## src/rtl/dma_xfer_ctl_if.sv

```systemverilog
// Configuration, handshake and counter-observation bundle for dma_xfer_ctl.
// Signal names match the block's port list; clk/rst_n stay outside the bundle.
interface dma_xfer_ctl_if;
  logic       cfg_we;
  logic [1:0] cfg_sel;
  logic [7:0] cfg_data;
  logic       start;
  logic       abort;
  logic       dreq;
  logic       dack;
  logic       busy;
  logic       tc;
  logic [7:0] ac;
  logic [7:0] wc;

  modport slave (
    input  cfg_we, cfg_sel, cfg_data, start, abort, dreq,
    output dack, busy, tc, ac, wc
  );

  modport master (
    output cfg_we, cfg_sel, cfg_data, start, abort, dreq,
    input  dack, busy, tc, ac, wc
  );
endinterface

```

## src/rtl/dma_xfer_ctl.sv

```systemverilog
// Single-channel DMA transfer sequencer: WAIT for dreq, strobe dack, update
// address/word counters, signal terminal count, optionally auto-reload.
module dma_xfer_ctl (
  input  logic           clk,
  input  logic           rst_n,
  dma_xfer_ctl_if.slave  bus
);

  typedef enum logic [1:0] {IDLE, WAIT, XFER, UPD} state_e;

  state_e     state_q, state_d;
  logic [7:0] acr_q, wcr_q;
  logic [1:0] mode_q;
  logic       auto_q;
  logic [7:0] ac_q, ac_d, wc_q, wc_d;
  logic       dack_q, dack_d, busy_q, busy_d, tc_q, tc_d;

  logic       cfg_ok;
  logic [7:0] ac_inc, wc_step, wc_init;
  logic       term;

  assign cfg_ok  = bus.cfg_we & ~busy_q;
  assign ac_inc  = ac_q + 8'd1;
  assign wc_step = (mode_q == 2'b00) ? (wc_q - 8'd1) : (wc_q + 8'd1);
  assign wc_init = (mode_q == 2'b01) ? 8'd0 : wcr_q;

  // Terminal test looks at the values this UPD cycle is about to write.
  always_comb begin
    term = 1'b0;
    case (mode_q)
      2'b00:   term = (wc_step == 8'd0);
      2'b01:   term = (wc_step == wcr_q);
      2'b10:   term = (ac_inc == wcr_q);
      default: term = 1'b0;
    endcase
  end

  always_ff @(posedge clk or negedge rst_n) begin
    if (!rst_n) begin
      state_q <= IDLE;
      acr_q   <= 8'd0;
      wcr_q   <= 8'd0;
      mode_q  <= 2'b00;
      auto_q  <= 1'b0;
      ac_q    <= 8'd0;
      wc_q    <= 8'd0;
      dack_q  <= 1'b0;
      busy_q  <= 1'b0;
      tc_q    <= 1'b0;
    end else begin
      state_q <= state_d;
      ac_q    <= ac_d;
      wc_q    <= wc_d;
      dack_q  <= dack_d;
      busy_q  <= busy_d;
      tc_q    <= tc_d;
      if (cfg_ok) begin
        case (bus.cfg_sel)
          2'b00:   acr_q <= bus.cfg_data;
          2'b01:   wcr_q <= bus.cfg_data;
          2'b10:   {auto_q, mode_q} <= bus.cfg_data[2:0];
          default: ;
        endcase
      end
    end
  end

  // Abort wins over everything; start outside IDLE falls through unused.
  always_comb begin
    state_d = state_q;
    if (bus.abort) begin
      state_d = IDLE;
    end else begin
      case (state_q)
        IDLE:    if (bus.start) state_d = WAIT;
        WAIT:    if (bus.dreq)  state_d = XFER;
        XFER:    state_d = UPD;
        UPD:     state_d = (term && !auto_q) ? IDLE : WAIT;
        default: state_d = IDLE;
      endcase
    end
  end

  // Registered outputs are derived from the next state so dack/busy/tc
  // leave flops with no input-to-output combinational path.
  always_comb begin
    ac_d   = ac_q;
    wc_d   = wc_q;
    tc_d   = 1'b0;
    dack_d = (state_d == XFER);
    busy_d = (state_d != IDLE);
    if (!bus.abort) begin
      case (state_q)
        IDLE: begin
          if (bus.start) begin
            ac_d = acr_q;
            wc_d = wc_init;
          end
        end
        UPD: begin
          tc_d = term;
          if (term && auto_q) begin
            ac_d = acr_q;
            wc_d = wc_init;
          end else begin
            ac_d = ac_inc;
            wc_d = wc_step;
          end
        end
        default: ;
      endcase
    end
  end

  assign bus.dack = dack_q;
  assign bus.busy = busy_q;
  assign bus.tc   = tc_q;
  assign bus.ac   = ac_q;
  assign bus.wc   = wc_q;

endmodule

```

## src/flat_wrapper.sv

```systemverilog
// flat-port wrapper written by rule: the top's interface ports become plain ports
module dma_xfer_ctl_flat 
  (clk, rst_n, bus_cfg_we, bus_cfg_sel, bus_cfg_data, bus_start, bus_abort, bus_dreq, bus_dack, bus_busy, bus_tc, bus_ac, bus_wc);
  dma_xfer_ctl_if bus_i ();
  input  logic clk;
  input  logic rst_n;
  input wire logic [$bits(bus_i.cfg_we)-1:0] bus_cfg_we;
  input wire logic [$bits(bus_i.cfg_sel)-1:0] bus_cfg_sel;
  input wire logic [$bits(bus_i.cfg_data)-1:0] bus_cfg_data;
  input wire logic [$bits(bus_i.start)-1:0] bus_start;
  input wire logic [$bits(bus_i.abort)-1:0] bus_abort;
  input wire logic [$bits(bus_i.dreq)-1:0] bus_dreq;
  output wire logic [$bits(bus_i.dack)-1:0] bus_dack;
  output wire logic [$bits(bus_i.busy)-1:0] bus_busy;
  output wire logic [$bits(bus_i.tc)-1:0] bus_tc;
  output wire logic [$bits(bus_i.ac)-1:0] bus_ac;
  output wire logic [$bits(bus_i.wc)-1:0] bus_wc;
  assign bus_i.cfg_we = bus_cfg_we;
  assign bus_i.cfg_sel = bus_cfg_sel;
  assign bus_i.cfg_data = bus_cfg_data;
  assign bus_i.start = bus_start;
  assign bus_i.abort = bus_abort;
  assign bus_i.dreq = bus_dreq;
  assign bus_dack = bus_i.dack;
  assign bus_busy = bus_i.busy;
  assign bus_tc = bus_i.tc;
  assign bus_ac = bus_i.ac;
  assign bus_wc = bus_i.wc;
  dma_xfer_ctl u_core (.clk(clk), .rst_n(rst_n), .bus(bus_i));
endmodule
```

## config.mk

```make
export PLATFORM = sky130hd
export DESIGN_NAME = dma_xfer_ctl_flat
export DESIGN_NICKNAME = d
export VERILOG_FILES = /design/src/rtl/dma_xfer_ctl_if.sv /design/src/rtl/dma_xfer_ctl.sv /design/src/flat_wrapper.sv
export SDC_FILE = /design/constraint.sdc
export NUM_CORES = 1
export LEC_CHECK = 0
export BUFFER_PORTS_ARGS = -buffer_cell sky130_fd_sc_hd__buf_2
export CAP_MARGIN = 20
export CORE_MARGIN = 10
export CORE_UTILIZATION = 45
export DETAILED_ROUTE_END_ITERATION = 8
export GPL_TIMING_DRIVEN = 0
export PLACE_DENSITY = 0.66
export SYNTH_ARGS = -nofsm -noshare
export SYNTH_HDL_FRONTEND = slang
export SYNTH_SLANG_ARGS = --single-unit
```

## constraint.sdc

```tcl
create_clock -name clk -period 3.28 [get_ports clk]
set_input_delay 0.656 -clock clk [delete_from_list [all_inputs] [get_ports clk]]
set_output_delay 0.656 -clock clk [all_outputs]
set_load 0.03 [all_outputs]
```

==> results <==
- The run finished with clean final reports.
- The tool flagged a number of max-cap violations equal to 0.
- The number of antenna violations at the first check in global routing came to 0.
- After global routing the overflow that remains totals 0.
- The vias after detailed routing is 2,886.
- Along the worst path, the maximum fanout reaches 5.
- The setup TNS after final layout is 0 ps.
- Routed signal wires occupy layers up through met4.
- The net count after synthesis is 362.
- The pin count of the biggest net entering global routing is 41.
- The synthesized netlist devotes 20.0% of its cell area to compound gates.
- The data required time at the worst endpoint is 3460 ps.
- At the pin with the least slew margin, the transition time is 921 ps.
- The average routed wire per standard cell is 18.4 um.
- Once placement completed, the tool counted placed cells totaling 464.
- The most used flip-flop cell after synthesis is dfrtp_1.
- Yosys printed 0 warnings.
- The total area of multi-input combinational cells is 2210 um2.
- The number of nets with antenna violations after detailed routing is 0.
- Among cell families on the critical path, the largest total delay comes from compound AO/OA/AOI/OAI gates.
- The count of port buffers added during placement is 34.
- Summing the areas of all fa, ha and maj instances in the mapped netlist gives 5.15% of the synthesized area.
- The global routing usage summed across all routing layers is 16.4%.
- Yosys mapped a number of flops with a built-in enable equal to 0.
- The via count of the first global-routing pass is 2,984.
- Sorting the synthesized cells by area gives the leading types as dfrtp_1 (32%), mux2_2 (6.4%), xnor2_1 (5.3%).
- The number of cells on the critical path is 14.
- The sort of element at the start of the critical path is a flip-flop.
- The maximum single-stage delay on the critical path is 430 ps.
- Summing all flip-flop and latch instances after layout gives 1000 um2.
- The synthesis-to-finish area growth is 25.7%.
- The post-synthesis cell area is 3160 um2.
- The worst path uses 96.9% of the clock period.
- The width of the die is 104 um.
- For this configuration, the core starts out at a cell density of 46.5%.
- The path type of the worst min-delay path is input port to asynchronous set/reset pin.
- The count of buffering cells on the critical path with inverters included is 3.
- Overall power consumption after layout is estimated at 3.80 mW.
- A synthesized cell averages 9.49 um2.
- The congestion estimate from routability-driven global placement came to 0.862.
- The die is 104 um tall.
- The clock latency on the worst-skew pair is 300 ps.
- The number of endpoints with negative hold slack in the final report is 0.
- Timing would allow up to 315 MHz.
- The signal on the critical path passes through inv_2, ha_4, buf_8, xor2_4, ha_4, nand2b_4, o311ai_4, mux2i_2, and2_4, xnor2_4, o41a_1, buf_6, a32oi_2, o211ai_2.
- After synthesis, the largest family of logic cells by area is simple AND/OR/NAND/NOR gates.
- The power density over the cells is 956 nW/um2.
- The wire-length estimate of the detail-placed layout is 6350 um.
- TritonCTS created 5 clock buffers.
- The number of clock sinks is 40.
- The sum of met2 wire segment lengths after detailed routing is 4380 um.
- The root buffer cell is clkbuf_8.
- The number of top-level design ports is 35.
- The worst endpoint data arrival time is 3360 ps.
- The worst slew margin relative to its limit is 38.6%.
- Detailed routing placed a total of 426 um of wire on met3.
- The post-synthesis async set-or-reset flop share is 100%.
- The detailed router finished its first iteration with 186 violations.
- The number of storage elements in the synthesis netlist is 40.
- The total count of max-transition violations in the final report was 0.
- The cell repeated most along the worst path is ha_4.
- The leakage power is 1.66 nW.
- The number of placement rows is 30.
- The proportion of layout cells with a drive suffix above 1 is 35.0%.
- The H-tree depth is 2.
- The logic depth of the worst register-to-register path is 14.
- The worst setup path is of the flip-flop to flip-flop kind.
- Setup repair after global routing could not meet its margin everywhere.
- The first detailed-routing pass ran for 6 iterations.
- Summing the areas of all xor and xnor instances in the mapped netlist gives 7.09% of the synthesized area.
- Summing the areas of all and, or, nand and nor instances in the mapped netlist gives 23.3% of the synthesized area.
- Measured against the total synthesized area, the mux share comes to 7.68%.
- The worst path in the final design needs a cycle of 3180 ps, including I/O delays and setup.
- The first global-routing pass estimated 15,000 um of wire.
- STA classifies the critical path endpoint as a flip-flop.
- The count of inserted antenna diode cells is 0.
- The maximum clock insertion buffer count is 2.
- Summed over its instances, the top area cell type makes up 31.7% of the synthesized netlist area.
- The critical-path cell with the highest stage delay is o41a_1.
- Clock-pin slew was measured on the worst setup and hold paths at 80 ps.
- For this block, wires on met1 add up to 4120 um.
- After detailed routing, the number of remaining DRC violations is 0.
- The count of mapped cells out of synthesis is 333.
- After the flow finishes, the layout carries non-filler instances totaling 490.
- For this block, the routed nets add up to 9020 um of wire.
- The TritonCTS clock tree is done.
- The worst-case IR drop observed on VDD is 433 uV.
- Synthesis instantiated 65 different standard cells from the library.
- The area of the core region is 6790 um2.
- The overall die area is 10,800 um2.
- The worst clock skew is 6.17 ps.
- The total number of nets in the final design is 422.
- Setup violations remaining at the end of the flow were counted as 0.
- The average vias per placed instance is 5.89.
- Of the synthesized area, sequential elements account for 31.7%.
- dfrtp_1 takes more of the synthesized area than any other cell.
- The filler cell count is 582.
## layout make-up
cell class / instances / share of cell area, %
multi-input cells: 259 / 55.7
flip-flops and latches: 40 / 25.2
repair buffers: 54 / 8.16
plain buffers: 20 / 3.53
well taps: 96 / 3.02
clock buffers: 7 / 2.43
inverters: 13 / 1.23
clock inverters: 1 / 0.756
## power by group
part           switching [mW]  leakage, nW  total [mW]  internal, mW
registers               0.243        0.493       0.919         0.676
logic                    1.33         1.10        2.43          1.10
clock network           0.181       0.0645       0.449         0.269
total                    1.75         1.66        3.80          2.05
## through the flow
| step | utilization (%) | hold slack (ps) | area, um2 | setup WS, ps |
|---|---|---|---|---|
| final | 58.5 | 490 | 3970 | 102 |
| after global routing | 58.5 | 530 | 3970 | -50.9 |
| after CTS | 57.1 | 513 | 3880 | 3.00 |
| after detailed placement | 51.4 | 495 | 3490 | -669 |
| after global placement | 51.2 | 494 | 3480 | -636 |
| after floorplan | - | 360 | 3190 | 0.931 |
## layout by cell type (no fill, tap or decap), types with 7 or more instances in the layout
cell	n
dfrtp_1	40
a32oi_2	7
nor2_1	19
o21ai_0	7
mux2_2	18
inv_1	11
nand3_1	16
xnor2_1	16
o211ai_2	10
ha_1	10
a21oi_1	9
buf_2	37
nand3b_1	10
nand4_1	8
clkbuf_1	10
clkbuf_8	7
nor3_1	15
and2_1	8
buf_4	19
nand2_1	22
## cells in the mapped netlist, drive strengths merged (4+ instances only)
cell type / instances
and2: 9
xor2: 4
nor2: 20
nor3b: 4
xnor2: 19
clkbuf: 14
a21oi: 11
buf: 7
o21ai: 9
nand2: 22
a211o: 4
nand4: 8
ha: 13
mux2: 18
nand3b: 10
o211ai: 12
nand3: 16
nand2b: 4
inv: 13
a32oi: 7
dfrtp: 40
mux2i: 4
nor3: 15
## registers in the layout, summed over array words and instances (netlist names)
| name | count |
|---|---|
| u_core.bus.wc | 8 |
| u_core.auto_q | 1 |
| u_core.acr_q | 8 |
| u_core.bus.busy | 1 |
| u_core.bus.dack | 1 |
| u_core.wcr_q | 8 |
| u_core.state_q | 2 |
| u_core.bus.tc | 1 |
| u_core.bus.ac | 8 |
| u_core.mode_q | 2 |
## worst paths after layout
kind                                  startpoint                 to  slack, ps
worst max-delay path            u_core.mode_q[1]   u_core.bus.ac[4]        100
worst min-delay path                       rst_n  u_core.state_q[0]        490
worst max register to register  u_core.mode_q[1]   u_core.bus.ac[4]        100
worst min register to register   u_core.acr_q[7]    u_core.acr_q[7]        510
max in group asynchronous                  rst_n    u_core.acr_q[4]       2220
min in group clk                 u_core.acr_q[7]    u_core.acr_q[7]        510
## metal layers
| metal | vias to the layer above | global-route usage, % |
|---|---|---|
| li1 | 1367 | - |
| met1 | 1426 | 22.0 |
| met2 | 82 | 26.7 |
| met3 | 11 | 2.54 |
| met4 | 0 | 4.47 |
| met5 | - | 0 |
## worst register-to-register path: stages (launching register included)
cell	delay [ps]
dfrtp_1	390
inv_2	90
ha_4	160
buf_8	110
xor2_4	170
ha_4	180
nand2b_4	60
o311ai_4	270
mux2i_2	360
and2_4	240
xnor2_4	90
o41a_1	440
buf_6	190
a32oi_2	220
o211ai_2	100
## cells by family (layout without fill, tap and decap cells)
group	Yosys count	count (layout)
AND/OR/NAND/NOR	127	127
AO/OA/AOI/OAI	73	73
flip-flops	40	40
buffers and inverters	34	95
XOR/XNOR	24	24
multiplexers	22	22
adder cells (fa/ha/maj)	13	13
## timing repair
action,CTS,global route
setup endpoints to repair,20,16
hold buffers,0,0
resized for setup,30,18
pin swaps,5,13
setup buffers,14,4
gates cloned,1,0
No activity file was read; power rests on OpenSTA's default activity.
